## config.mk

```make
export PLATFORM = sky130hd
export DESIGN_NAME = tcpc_rx
export DESIGN_NICKNAME = d
export VERILOG_FILES = /design/src/rtl/tcpc_pkg.sv /design/src/rtl/tcpc_rx_buf.sv /design/src/rtl/tcpc_rx.sv
export SDC_FILE = /design/constraint.sdc
export NUM_CORES = 1
export LEC_CHECK = 0
export BUFFER_PORTS_ARGS = -buffer_cell sky130_fd_sc_hd__buf_2
export CORE_ASPECT_RATIO = 1.75
export CORE_MARGIN = 2
export CORE_UTILIZATION = 60
export DETAILED_ROUTE_END_ITERATION = 8
export PLACE_DENSITY = 0.87
export SLEW_MARGIN = 0
export SYNTH_ARGS = -nofsm -noshare
export SYNTH_HDL_FRONTEND = slang
export SYNTH_SLANG_ARGS = --single-unit
```

## constraint.sdc

```tcl
create_clock -name clk -period 21.8 [get_ports clk]
set_input_delay 2.18 -clock clk [delete_from_list [all_inputs] [get_ports clk]]
set_output_delay 2.18 -clock clk [all_outputs]
set_load 0.005 [all_outputs]
```

## src/rtl/tcpc_pkg.sv

```systemverilog
// Shared encodings for the TCPC protocol-layer receive path: FSM states,
// SOP codes, RECEIVE_DETECT bit positions and PD header field helpers.
package tcpc_pkg;

    localparam int MAX_MSG_BYTES = 30;

    // One-hot receive FSM states
    localparam logic [6:0] ST_IDLE         = 7'b000_0001;
    localparam logic [6:0] ST_RECEIVE      = 7'b000_0010;
    localparam logic [6:0] ST_CHECK        = 7'b000_0100;
    localparam logic [6:0] ST_SEND_GOODCRC = 7'b000_1000;
    localparam logic [6:0] ST_CHECK_ID     = 7'b001_0000;
    localparam logic [6:0] ST_STORE        = 7'b010_0000;
    localparam logic [6:0] ST_HARD_RESET   = 7'b100_0000;

    localparam logic [2:0] SOP_SOP        = 3'd0;
    localparam logic [2:0] SOP_PRIME      = 3'd1;
    localparam logic [2:0] SOP_DPRIME     = 3'd2;
    localparam logic [2:0] SOP_HARD_RESET = 3'd5;

    localparam int RD_SOP_BIT        = 0;
    localparam int RD_PRIME_BIT      = 1;
    localparam int RD_DPRIME_BIT     = 2;
    localparam int RD_HARD_RESET_BIT = 5;

    localparam logic [4:0] SOFT_RESET_TYPE = 5'h0D;

    localparam int HDR0_TYPE_LSB = 0;
    localparam int HDR0_TYPE_MSB = 4;
    localparam int HDR1_ID_LSB   = 1;
    localparam int HDR1_ID_MSB   = 3;
    localparam int HDR1_NDO_LSB  = 4;
    localparam int HDR1_NDO_MSB  = 6;

    typedef struct packed {
        logic [4:0] msg_type;
        logic [2:0] msg_id;
        logic [2:0] ndo;
    } hdr_t;

    function automatic hdr_t decode_hdr(input logic [7:0] b0, input logic [7:0] b1);
        hdr_t h;
        h.msg_type = b0[HDR0_TYPE_MSB:HDR0_TYPE_LSB];
        h.msg_id   = b1[HDR1_ID_MSB:HDR1_ID_LSB];
        h.ndo      = b1[HDR1_NDO_MSB:HDR1_NDO_LSB];
        return h;
    endfunction

    // Only SOP/SOP'/SOP'' can open a capture; other codes never match here.
    function automatic logic sop_enabled(input logic [7:0] rd, input logic [2:0] sop);
        logic en;
        case (sop)
            SOP_SOP:    en = rd[RD_SOP_BIT];
            SOP_PRIME:  en = rd[RD_PRIME_BIT];
            SOP_DPRIME: en = rd[RD_DPRIME_BIT];
            default:    en = 1'b0;
        endcase
        return en;
    endfunction

endpackage

```

## src/rtl/tcpc_rx_buf.sv

```systemverilog
// Staging buffer filled byte-by-byte from the PHY, and the committed RX
// buffer that the register block reads back.
module tcpc_rx_buf
    import tcpc_pkg::*;
#(
    parameter int BUF_DEPTH = MAX_MSG_BYTES,
    parameter int ADDR_W    = 5
) (
    input  logic              clk,
    input  logic              reset,
    input  logic              wr_en,
    input  logic [ADDR_W-1:0] wr_addr,
    input  logic [7:0]        wr_data,
    output logic [7:0]        stg_hdr0,
    output logic [7:0]        stg_hdr1,
    input  logic              commit,
    input  logic [2:0]        commit_type,
    input  logic [ADDR_W-1:0] commit_cnt,
    output logic [2:0]        frame_type,
    output logic [ADDR_W-1:0] byte_count,
    output logic [7:0]        hdr0,
    output logic [7:0]        hdr1,
    input  logic [ADDR_W-1:0] rd_addr,
    output logic [7:0]        rd_data
);

    logic [7:0]      stg  [BUF_DEPTH];
    logic [7:0]      cbuf [BUF_DEPTH];
    logic [ADDR_W:0] rd_idx;

    assign stg_hdr0 = stg[0];
    assign stg_hdr1 = stg[1];

    // Byte storage is deliberately not reset so a core reset keeps the last message.
    always_ff @(posedge clk) begin
        if (wr_en)
            stg[wr_addr] <= wr_data;
        if (commit)
            for (int i = 0; i < BUF_DEPTH; i++)
                cbuf[i] <= stg[i];
    end

    always_ff @(posedge clk or negedge reset) begin
        if (!reset) begin
            frame_type <= '0;
            byte_count <= '0;
            hdr0       <= '0;
            hdr1       <= '0;
        end else if (commit) begin
            frame_type <= commit_type;
            byte_count <= commit_cnt;
            hdr0       <= stg[0];
            hdr1       <= stg[1];
        end
    end

    // Data objects start after the 2 header bytes; rd_addr+2 < count avoids underflow.
    always_comb begin
        rd_idx  = {1'b0, rd_addr} + (ADDR_W+1)'(2);
        rd_data = 8'h00;
        if (rd_idx < {1'b0, byte_count})
            rd_data = cbuf[rd_idx[ADDR_W-1:0]];
    end

endmodule

```

## src/rtl/tcpc_rx.sv

```systemverilog
// TCPC protocol-layer receiver: SOP filtering, GoodCRC handshake with Tx,
// MessageID duplicate detection, RX buffer commit and alerts.
module tcpc_rx
    import tcpc_pkg::*;
#(
    parameter int BUF_DEPTH = MAX_MSG_BYTES,
    parameter int ADDR_W    = 5
) (
    input  logic              clk,
    input  logic              reset,
    input  logic [7:0]        RECEIVE_DETECT,
    input  logic              phy_rx_start,
    input  logic [2:0]        phy_rx_sop_type,
    input  logic              phy_rx_valid,
    input  logic [7:0]        phy_rx_byte,
    input  logic              phy_rx_end,
    input  logic              phy_rx_crc_ok,
    output logic              GoodCRC_Req,
    output logic [2:0]        GoodCRC_MessageID,
    output logic [2:0]        GoodCRC_FrameType,
    input  logic              GoodCRC_Ack,
    output logic [2:0]        RX_BUF_FRAME_TYPE,
    output logic [4:0]        RX_BUF_BYTE_COUNT,
    output logic [7:0]        RX_BUF_HEADER_BYTE_0,
    output logic [7:0]        RX_BUF_HEADER_BYTE_1,
    input  logic [ADDR_W-1:0] rx_rd_addr,
    output logic [7:0]        rx_rd_data,
    output logic              Alert_ReceivedSOPMessageStatus,
    output logic              Alert_ReceivedHardReset,
    input  logic              rx_status_clr
);

    logic [6:0]        state, state_nxt;
    logic [2:0]        sop_q;
    logic [1:0]        sop_idx;
    logic [ADDR_W-1:0] cnt, exp_cnt, buf_cnt;
    logic              ovf, crc_q, alert;
    logic [2:0]        last_id [3];
    logic [2:0]        id_valid;
    logic [7:0]        hdr0_s, hdr1_s;
    hdr_t              hdr;
    logic              hr_start, start_ok, in_capture, accept;
    logic              soft_rst, dup, commit, wr_en;

    assign hr_start   = phy_rx_start && (phy_rx_sop_type == SOP_HARD_RESET)
                        && RECEIVE_DETECT[RD_HARD_RESET_BIT];
    assign start_ok   = phy_rx_start && sop_enabled(RECEIVE_DETECT, phy_rx_sop_type) && !alert;
    assign in_capture = (state == ST_RECEIVE) && !phy_rx_start;

    assign hdr      = decode_hdr(hdr0_s, hdr1_s);
    assign sop_idx  = sop_q[1:0];
    assign exp_cnt  = ADDR_W'({hdr.ndo, 2'b00}) + ADDR_W'(2);
    assign accept   = crc_q && !ovf && (cnt >= ADDR_W'(2)) && (cnt == exp_cnt);

    // Soft_Reset restarts the MessageID sequence, so it can never be a duplicate.
    assign soft_rst = (hdr.msg_type == SOFT_RESET_TYPE) && (hdr.ndo == 3'd0);
    assign dup      = id_valid[sop_idx] && !soft_rst && (last_id[sop_idx] == hdr.msg_id);
    assign commit   = (state == ST_CHECK_ID) && !dup && !hr_start;
    assign wr_en    = in_capture && phy_rx_valid && (cnt < ADDR_W'(BUF_DEPTH));

    always_comb begin
        state_nxt = state;
        if (hr_start) begin
            state_nxt = ST_HARD_RESET;
        end else begin
            case (state)
                ST_IDLE:         if (start_ok) state_nxt = ST_RECEIVE;
                ST_RECEIVE: begin
                    if (phy_rx_start)
                        state_nxt = start_ok ? ST_RECEIVE : ST_IDLE;
                    else if (phy_rx_end)
                        state_nxt = ST_CHECK;
                end
                ST_CHECK:        state_nxt = accept ? ST_SEND_GOODCRC : ST_IDLE;
                ST_SEND_GOODCRC: if (GoodCRC_Ack) state_nxt = ST_CHECK_ID;
                ST_CHECK_ID:     state_nxt = dup ? ST_IDLE : ST_STORE;
                ST_STORE:        state_nxt = ST_IDLE;
                ST_HARD_RESET:   state_nxt = ST_IDLE;
                default:         state_nxt = ST_IDLE;
            endcase
        end
    end

    always_ff @(posedge clk or negedge reset) begin
        if (!reset) begin
            state    <= ST_IDLE;
            sop_q    <= '0;
            cnt      <= '0;
            ovf      <= 1'b0;
            crc_q    <= 1'b0;
            alert    <= 1'b0;
            id_valid <= '0;
            for (int i = 0; i < 3; i++)
                last_id[i] <= '0;
        end else begin
            state <= state_nxt;

            if (start_ok && (state == ST_IDLE || state == ST_RECEIVE)) begin
                sop_q <= phy_rx_sop_type;
                cnt   <= '0;
                ovf   <= 1'b0;
            end else if (in_capture) begin
                if (phy_rx_valid) begin
                    if (cnt < ADDR_W'(BUF_DEPTH))
                        cnt <= cnt + ADDR_W'(1);
                    else
                        ovf <= 1'b1;
                end
                if (phy_rx_end)
                    crc_q <= phy_rx_crc_ok;
            end

            if (state == ST_HARD_RESET) begin
                id_valid <= '0;
            end else if (commit) begin
                last_id[sop_idx]  <= hdr.msg_id;
                id_valid[sop_idx] <= 1'b1;
            end

            // A commit in the same cycle as a clear keeps the alert set.
            if (commit)
                alert <= 1'b1;
            else if (rx_status_clr)
                alert <= 1'b0;
        end
    end

    tcpc_rx_buf #(
        .BUF_DEPTH (BUF_DEPTH),
        .ADDR_W    (ADDR_W)
    ) u_buf (
        .clk         (clk),
        .reset       (reset),
        .wr_en       (wr_en),
        .wr_addr     (cnt),
        .wr_data     (phy_rx_byte),
        .stg_hdr0    (hdr0_s),
        .stg_hdr1    (hdr1_s),
        .commit      (commit),
        .commit_type (sop_q),
        .commit_cnt  (cnt),
        .frame_type  (RX_BUF_FRAME_TYPE),
        .byte_count  (buf_cnt),
        .hdr0        (RX_BUF_HEADER_BYTE_0),
        .hdr1        (RX_BUF_HEADER_BYTE_1),
        .rd_addr     (rx_rd_addr),
        .rd_data     (rx_rd_data)
    );

    assign RX_BUF_BYTE_COUNT              = 5'(buf_cnt);
    assign GoodCRC_Req                    = (state == ST_SEND_GOODCRC);
    assign GoodCRC_MessageID              = GoodCRC_Req ? hdr.msg_id : 3'd0;
    assign GoodCRC_FrameType              = GoodCRC_Req ? sop_q : 3'd0;
    assign Alert_ReceivedSOPMessageStatus = alert;
    assign Alert_ReceivedHardReset        = (state == ST_HARD_RESET);

endmodule

```

==> qor.csv, run 1 <==
stage,metric,value,unit
floorplanning,io_pins,73,
critical_path,crit_type,input port to output pin,
sta,finalHoldViolations,0,
critical_path,reg2reg_depth,6,
yosys,synth_seq_cells,534,
critical_path,crit_path_max_fanout,59,
global_route,grt_pass1_wl,58400,µm
clock_network,cts_tree,done,
critical_path,r2r_end,u_buf.cbuf[22][2],
final_layout,areaGrowthSynthToFinish,11.0,%
critical_path,startpoint_type,input port,
clock_network,cts_resized,0,
min_path,hold_path_class,flop to flop,
route,first_pass_iters,5,
sta,clock.fmax,126,MHz
critical_path,critPathTopFamily,compound AO/OA/AOI/OAI gates,
final_layout,finalNonFillerCells,1438,
floorplanning,die_x,140,µm
place,io_buffers,68,
yosys,yosys.area.top_type,edfxtp_1,
critical_path,r2r_start,sop_q[1],
sta,worst_pin_slew,1.32,ns
yosys,ys_async_sr_fraction,10.1,%
final_layout,num-nets-final,1046,
clock_network,path_clk_slew,0.07,ns
clock_network,cts_sinks,534,
route,drc,0,
critical_path,critPathCaptureType,output pin,
critical_path,crit_path_top_delay_cell,a311oi_1,
yosys,synth_top_cell_area_share,74.6,%
sta,setup_violations,0,
sta,post-route-period-util,36.4,%
clock_network,cts_buffers,43,
final_layout,drive_gt1_share,23.3,%
clock_network,h-tree-depth,2,
floorplanning,core.rowCount,87,
yosys,yosysSeqAreaShare,81.6,%
min_path,min-delay-start,u_buf.stg[25][7],
yosys,yosysWarnings,0,
route,viasPerCell,6.34,
yosys,syn-cell-area,19300,µm²
place,dp_cells,1360,
final_layout,n_fill_cell,1902,
yosys,yosysMostFrequentCell,edfxtp_1,
route,drt_wl_total,38900,µm
route,dr_total_vias,9124,
clock_network,clockBufferDepth,3,
yosys,synth.top_cells.by_count,"480 x edfxtp_1, 57 x mux4_2, 53 x dfrtp_1",
clock_network,cts_hold_buf,0,
yosys,synth-main-ff-cell,edfxtp_1,
critical_path,crit_path_cell_trace,"buf_2, buf_4, ha_1, xnor2_1, inv_1, ha_1, a311oi_1, a22o_1, buf_2",
yosys,synth.area.top_cells,"edfxtp_1 75%, dfrtp_1 6.9%, mux4_2 6.6%",
global_route,grt_usage,23.6,%
place,gp_congestion,0.763,
min_path,min_path_cells,0,
route,routedWlPerCell,27.1,µm
sta,finClkSkew,0.0143,ns
clock_network,cts-root-buf,clkbuf_16,
yosys,synth_edf_count,480,
critical_path,path_buf_inv,4,
power,power_leakage,7.37,nW
global_route,grt_remaining_overflow,0,
sta,fin_tns_setup,0,ns
sta,finalCriticalPeriod,7.93,ns
place,dpl.hpwl,22000,µm
route,ant_nets,0,
yosys,avgSynthCellArea,21.2,µm²
critical_path,worstPathRequired,19.62,ns
global_route,antenna_found_initial,2,
global_route,grt_pass1_vias,9499,
critical_path,rrSetupSlack,17.70,ns
clock_network,cts_setup_buffers,0,
power,p_per_area,92.9,nW/µm²
floorplanning,core_area,32000,µm²
yosys,synthCells,912,
sta,rsz0062_at_grt,false,
floorplanning,dieHeight,241,µm
floorplanning,initial_core_util,60.4,%
clock_network,clk_latency,0.56,ns
sta,slew_headroom,11.3,%
critical_path,max_stage_delay,1.10,ns
yosys,ys_types,58,
min_path,min_to,u_buf.cbuf[25][7],
global_route,grt_max_degree,168,
sta,drv_slew,0,
run,maxCapViolCount,0,
route,drt_iter0_drc,957,
floorplanning,die_area,33700,µm²
final_layout,num_antenna_cells,0,
run_status,outcome,"finished, final reports clean",
yosys,synthesis.nets,953,
power,ir_drop,0.0771,mV
critical_path,critPathArrivalTime,5.75,ns
cell type report:
cell class                      instances  area [µm²]  share of cell area, %
Inverter                               17        71.3                  0.332
Clock inverter                         23         230                   1.07
Multi-Input combinational cell        335        3370                   15.7
Sequential cell                       534       15800                   73.5
Clock buffer                           55        1120                   5.23
Tap cell                              400         500                   2.33
Timing Repair Buffer                   74         388                   1.81
where the power goes:
group	internal, W	switching [W]
logic	0.0000400	0.0000590
registers	0.00111	0.0000147
clock network	0.000415	0.000349
state kept, by name, summed over array words and instances, names as in the netlist:
register                        count
Alert_ReceivedSOPMessageStatus      1
cnt                                 5
crc_q                               1
id_valid                            3
last_id                             9
ovf                                 1
sop_q                               3
state                               7
u_buf.byte_count                    5
u_buf.cbuf                        240
u_buf.frame_type                    3
u_buf.hdr0                          8
u_buf.hdr1                          8
u_buf.stg                         240
stage by stage:
stage	setup slack (ns)	total power (W)	util [%]	hold slack (ns)	cell area (µm²)
after global placement	14.29	0.00124	62.8	0.400	20100
final	13.87	0.00199	67.0	0.412	21500
after detailed placement	14.09	0.00125	62.8	0.405	20100
after CTS	13.97	0.00200	67.0	0.414	21500
after global routing	13.76	0.00204	67.0	0.420	21500
after floorplan	13.47	0.00121	-	0.400	19300
layer usage:
layer / vias to the layer above / GRT usage (%) / wire (µm)
met1: 4665 / 29.0 / 13600
met5: - / 0 / 29
met2: 507 / 42.2 / 20700
met4: 4 / 9.39 / 1610
met3: 103 / 3.93 / 2990
li1: 3845 / - / -
how the worst max path moves through the flow:
stage	startpoint	to	slack (ns)	cells after the start
global route	rx_rd_addr[1]	rx_rd_data[2]	13.76	9
CTS	rx_rd_addr[1]	rx_rd_data[2]	13.97	9
floorplan	phy_rx_start	u_buf.cbuf[0][0]	13.47	6
global placement	rx_rd_addr[1]	rx_rd_data[3]	14.29	10
finish	rx_rd_addr[1]	rx_rd_data[2]	13.87	9
detailed placement	rx_rd_addr[1]	rx_rd_data[1]	14.09	9
cells by family (layout without fill, tap and decap cells):
logic type	Yosys count	after routing	synth area share, %
buffers and inverters	43	169	0.977
AO/OA/AOI/OAI	68	68	2.93
multiplexers	107	107	9.81
XOR/XNOR	9	9	0.408
flip-flops	534	534	81.6
adder cells (fa/ha/maj)	9	9	0.583
AND/OR/NAND/NOR	142	142	3.72
placed cells by master, fill, tap and decap left out, drive strengths merged, types with 3 or more instances in the layout:
cell type  count
nand2b        10
ha             9
and2           8
o211ai        11
xor2           6
mux2          38
or3b           3
nor3           3
o21ai          4
mux4          57
nor4           5
dfrtp         53
xnor2          3
bufinv         4
mux2i         12
a22o           8
nor2b          9
buf           74
nand4          4
inv           22
edfxtp       480
a211oi         3
clkinv        13
a22oi         23
nor2          48
nand2         32
nand3          4
nand3b         5
clkbuf        55
No activity file was read; power rests on OpenSTA's default activity.
==> run 2, diff against run 1 <==
- CORE_UTILIZATION: 60 -> 55
- PLACE_DENSITY: 0.87 -> 0.84
- clock period: 21.8 -> 6.5 ns (I/O delays scaled with it)
==> run 2 against run 1 <==
Worst setup slack worse by 12 ns. Via count down 1.4%. Die area grew 8.9%. Hold slack worse by 0.20 ns. Global-route usage down 2.0 points. Sequential share of layout area decreased by 0.62 points. Register-to-register slack got worse by 15 ns. Combinational power rose to 3.3 times the previous value. Sequential cell count did not move. Critical endpoint unchanged. Largest cell class unchanged. Highest routed layer unchanged.
==> qor.csv, run 2 (synthesis results as in run 1) <==
stage,metric,value,unit
sta,slew_headroom,17.3,%
floorplanning,die_x,146,µm
power,power_leakage,7.40,nW
critical_path,rrSetupSlack,2.79,ns
critical_path,r2r_end,u_buf.cbuf[29][6],
sta,rsz0062_at_grt,false,
place,gp_congestion,0.787,
floorplanning,core.rowCount,90,
place,detailedPlace.worstSlack,1.92,ns
critical_path,crit_path_max_fanout,58,
sta,finClkSkew,0.0246,ns
run_status,outcome,"finished, final reports clean",
floorplanning,dieHeight,252,µm
sta,worst_pin_slew,1.24,ns
final_layout,drive_gt1_share,24.5,%
clock_network,cts_sinks,534,
route,routedWlPerCell,26.1,µm
clock_network,cts_buffers,42,
final_layout,num_antenna_cells,0,
clock_network,cts_resized,0,
floorplanning,die_area,36700,µm²
global_route,grt_pass1_wl,58400,µm
route,drt_wl_total,39000,µm
route,ant_nets,0,
floorplanning,io_pins,73,
global_route,grt_pass1_vias,9300,
power,p_per_area,314,nW/µm²
sta,finalHoldViolations,0,
critical_path,worstPathRequired,5.85,ns
sta,fin_tns_setup,0,ns
clock_network,clockBufferDepth,3,
min_path,hold_path_class,input port to async pin,
sta,post-route-period-util,72.7,%
floorplanning,initial_core_util,55.9,%
sta,finalCriticalPeriod,4.72,ns
clock_network,cts-root-buf,clkbuf_16,
clock_network,cts_tree,done,
clock_network,cts_hold_buf,0,
route,drt_iter0_drc,1086,
place,placed_area,20200,µm²
global_route,antenna_found_initial,1,
final_layout,num-nets-final,1046,
place,dpl.hpwl,22400,µm
global_route,grt_remaining_overflow,0,
sta,clock.fmax,212,MHz
final_layout,final_area,21600,µm²
final_layout,areaGrowthSynthToFinish,11.9,%
sta,drv_slew,0,
global_route,grt_max_degree,204,
final_layout,final_cell_mix,"480 x edfxtp_1, 67 x buf_2, 57 x mux4_2, 53 x dfrtp_1, 48 x nor2_1",
power,ir_drop,0.240,mV
critical_path,reg2reg_depth,7,
route,viasPerCell,6.01,
route,dr_total_vias,8997,
sta,fin_ws,1.78,ns
clock_network,clk_latency,0.56,ns
critical_path,startpoint_type,input port,
route,drc,0,
critical_path,r2r_start,sop_q[1],
clock_network,cts_setup_buffers,0,
floorplanning,core_area,34600,µm²
critical_path,critPathCaptureType,output pin,
final_layout,final_common_cell,edfxtp_1,
critical_path,critPathArrivalTime,4.07,ns
global_route,grt_usage,21.6,%
sta,setup_violations,0,
clock_network,h-tree-depth,2,
final_layout,n_fill_cell,2211,
place,io_buffers,68,
sta,hold_slack,0.208,ns
critical_path,worstSetupStartpoint,rx_rd_addr[1],
route,first_pass_iters,5,
clock_network,path_clk_slew,0.07,ns
critical_path,crit_type,input port to output pin,
run,maxCapViolCount,0,
final_layout,reg.largest.list,"u_buf.cbuf: 240 flops, u_buf.stg: 240 flops, last_id: 9 flops",
[run 2: worst max path at each step]
stage,cells past startpoint,slack (ns),end
3_3_place_gp,10,2.15,rx_rd_data[6]
4_1_cts,10,1.77,rx_rd_data[2]
6_report,10,1.78,rx_rd_data[2]
2_1_floorplan,7,0.85,u_buf.cbuf[0][0]
5_1_grt,10,1.62,rx_rd_data[6]
3_5_place_dp,10,1.92,rx_rd_data[6]
[run 2: layer usage]
layer  share of wire (%)  vias to the layer above  global-route usage, %  wire length (µm)
li1                    -                     3827                      -                 -
met1                  36                     4635                   25.8             14100
met2                  55                      441                   39.9             21400
met3                 6.1                       92                   3.38              2360
met4                 3.0                        2                   7.37              1170
met5               0.018                        -                      0                 7
[run 2: critical path, cell delays in order]
cell and delay (ns):
buf_2 0.13, buf_4 0.71, nand3_1 0.21, xnor2_1 0.38, ha_1 0.35, nand2_1 0.12
nand2_1 0.09, a311oi_1 0.95, a22o_1 0.30, buf_2 0.14
[run 2: through the flow]
| stage | util (%) | total power, W | instances |
|---|---|---|---|
| 3_5_place_dp | 58.4 | 0.00418 | 1421 |
| 3_3_place_gp | 58.4 | 0.00416 | 1421 |
| 5_1_grt | 62.6 | 0.00697 | 1496 |
| 2_1_floorplan | - | 0.00406 | 912 |
| 6_report | 62.6 | 0.00679 | 1496 |
| 4_1_cts | 62.6 | 0.00682 | 1496 |
[run 2: report_power, final]
group | switching, W | leakage [nW] | total, W | internal, W
logic | 0.000193 | 1.67 | 0.000328 | 0.000135
registers | 0.0000459 | 5.05 | 0.00378 | 0.00374
clock network | 0.00118 | 0.691 | 0.00268 | 0.00150
[run 2: cell type report]
cell class	count	area [µm²]	share of cell area, %
clock buffer	50	1130	5.23
inverter	17	67.6	0.312
multi-input combinational	335	3370	15.6
clock inverter	25	310	1.43
timing repair buffer	75	408	1.89
sequential	534	15800	72.9
tap	460	576	2.66
==> run 3, diff against run 2 <==
- clock period: 6.5 -> 4 ns (I/O delays scaled with it)
==> run 3 against run 2 <==
Final area up 0.37%. Clock-buffer cell count down 2. Power grew 59%. Cell count rose by 1.1%. Highest routed layer is now met4.
==> qor.csv, run 3 (synthesis results as in run 1) <==
stage,metric,value,unit
floorplanning,dieHeight,252,µm
place,io_buffers,68,
final_layout,num-nets-final,1061,
sta,finClkSkew,0.0230,ns
final_layout,utilization,62.8,%
clock_network,h-tree-depth,2,
clock_network,cts_buffers,42,
clock_network,clk_latency,0.56,ns
critical_path,crit_path_max_fanout,58,
critical_path,worstPathRequired,3.60,ns
global_route,antenna_found_initial,0,
final_layout,final_area,21700,µm²
critical_path,startpoint_type,input port,
final_layout,final_cell_mix,"480 x edfxtp_1, 67 x buf_2, 57 x mux4_2, 53 x dfrtp_1, 48 x nor2_1",
final_layout,drive_gt1_share,25.1,%
route,first_pass_iters,6,
critical_path,crit_end,rx_rd_data[6],
clock_network,path_clk_slew,0.07,ns
sta,rsz0062_at_grt,false,
floorplanning,io_pins,73,
clock_network,cts_tree,done,
global_route,grt_usage,21.2,%
floorplanning,core_area,34600,µm²
power,ir_drop,0.420,mV
run_status,outcome,"finished, final reports clean",
clock_network,cts_sinks,534,
critical_path,crit_type,input port to output pin,
floorplanning,core.rowCount,90,
floorplanning,initial_core_util,55.9,%
critical_path,r2r_end,u_buf.stg[7][2],
critical_path,critPathCaptureType,output pin,
place,dpl.hpwl,22600,µm
route,viasPerCell,5.99,
global_route,grt_max_degree,72,
global_route,grt_pass1_wl,58200,µm
critical_path,worstSetupStartpoint,rx_rd_addr[1],
final_layout,reg.largest.list,"u_buf.cbuf: 240 flops, u_buf.stg: 240 flops, last_id: 9 flops",
sta,finalHoldViolations,0,
global_route,grt_pass1_vias,9512,
final_layout,areaGrowthSynthToFinish,12.3,%
floorplanning,die_area,36700,µm²
power,p_per_area,497,nW/µm²
route,ant_nets,0,
critical_path,r2r_start,state[5],
critical_path,reg2reg_depth,4,
route,drc,0,
sta,clock.fmax,304,MHz
sta,post-route-period-util,82.4,%
final_layout,num_antenna_cells,0,
place,gp_congestion,0.780,
clock_network,clockBufferDepth,3,
run,maxCapViolCount,0,
sta,finalCriticalPeriod,3.29,ns
sta,setup_violations,0,
route,routedWlPerCell,25.1,µm
place,placed_area,20400,µm²
power,power_leakage,7.46,nW
critical_path,critPathArrivalTime,2.89,ns
critical_path,rrSetupSlack,1.03,ns
clock_network,cts-root-buf,clkbuf_16,
min_path,min_path_cells,2,
global_route,grt_remaining_overflow,0,
final_layout,final_common_cell,edfxtp_1,
sta,drv_slew,0,
sta,worst_pin_slew,0.940,ns
route,drt_iter0_drc,870,
min_path,hold_path_class,input port to flop,
route,drt_wl_total,38000,µm
floorplanning,die_x,146,µm
route,dr_total_vias,9062,
sta,slew_headroom,37.1,%
[run 3: cell count changes in the layout (fill, tap and decap cells not counted)]
cell           previous run  this run
bufinv_16                 6         3
nor3_1                    3         2
inv_6                     2         3
clkbuf_8                  3         0
buf_4                     7        17
buf_12                    1         5
clkinv_2                  8         7
nor3_2                    0         1
clkinv_4                  0         3
clkbuf_1                  4         5
clkinvlp_4                8         6
dlygate4sd3_1             0         1
clkinv_1                  1         7
[run 3: area by class of cell]
cell class	instances	area, µm²
Sequential cell	534	15800
Fill cell	2206	12900
Multi-Input combinational cell	335	3380
Clock buffer	48	1090
Tap cell	460	576
Timing Repair Buffer	90	573
Clock inverter	29	258
Inverter	17	67.6
[run 3: how the worst min path moves through the flow]
| stage | from | end | slack, ns |
|---|---|---|---|
| 2_1_floorplan | reset | Alert_ReceivedSOPMessageStatus | 0.10 |
| 3_3_place_gp | u_buf.stg[27][0] | u_buf.cbuf[27][0] | 0.40 |
| 3_5_place_dp | u_buf.stg[12][4] | u_buf.cbuf[12][4] | 0.40 |
| 4_1_cts | rx_status_clr | Alert_ReceivedSOPMessageStatus | 0.02 |
| 5_1_grt | rx_status_clr | Alert_ReceivedSOPMessageStatus | 0.03 |
| 6_report | rx_status_clr | Alert_ReceivedSOPMessageStatus | 0.03 |
[run 3: repair_timing]
item,in CTS,in global routing
gates resized for setup,0,0
setup buffers,0,0
hold buffers,1,0
endpoints found under the hold margin,7,0
[run 3: routing by layer]
layer	wire [µm]	global-route usage, %
met1	13700	25.4
met2	21300	40.2
met3	2110	2.39
met4	913	6.22
met5	0	0
[run 3: critical path: stages]
cell and delay (ns):
buf_2 0.16, buf_12 0.33, nand3_1 0.17, xnor2_1 0.32
ha_1 0.33, nand2_1 0.10, nand2_1 0.08, a311oi_1 0.36
buf_4 0.24, a22o_1 0.21, buf_2 0.13
[run 3: report_power, final]
part / leakage [nW] / switching [W] / total, W / internal [W]
logic: 1.76 / 0.000317 / 0.000543 / 0.000226
clock network: 0.650 / 0.00190 / 0.00409 / 0.00219
registers: 5.05 / 0.0000759 / 0.00615 / 0.00608
[run 3: metrics by stage]
step	total power, W	hold slack [ns]	cells	worst slack [ns]	TNS [ns]
6_report	0.0108	0.0349	1513	0.706	0
5_1_grt	0.0111	0.0275	1513	0.588	0
4_1_cts	0.0108	0.0213	1513	0.669	0
3_5_place_dp	0.00681	0.405	1435	0.718	0
3_3_place_gp	0.00678	0.400	1435	0.746	0
2_1_floorplan	0.00661	0.104	912	-1.61	-385.68
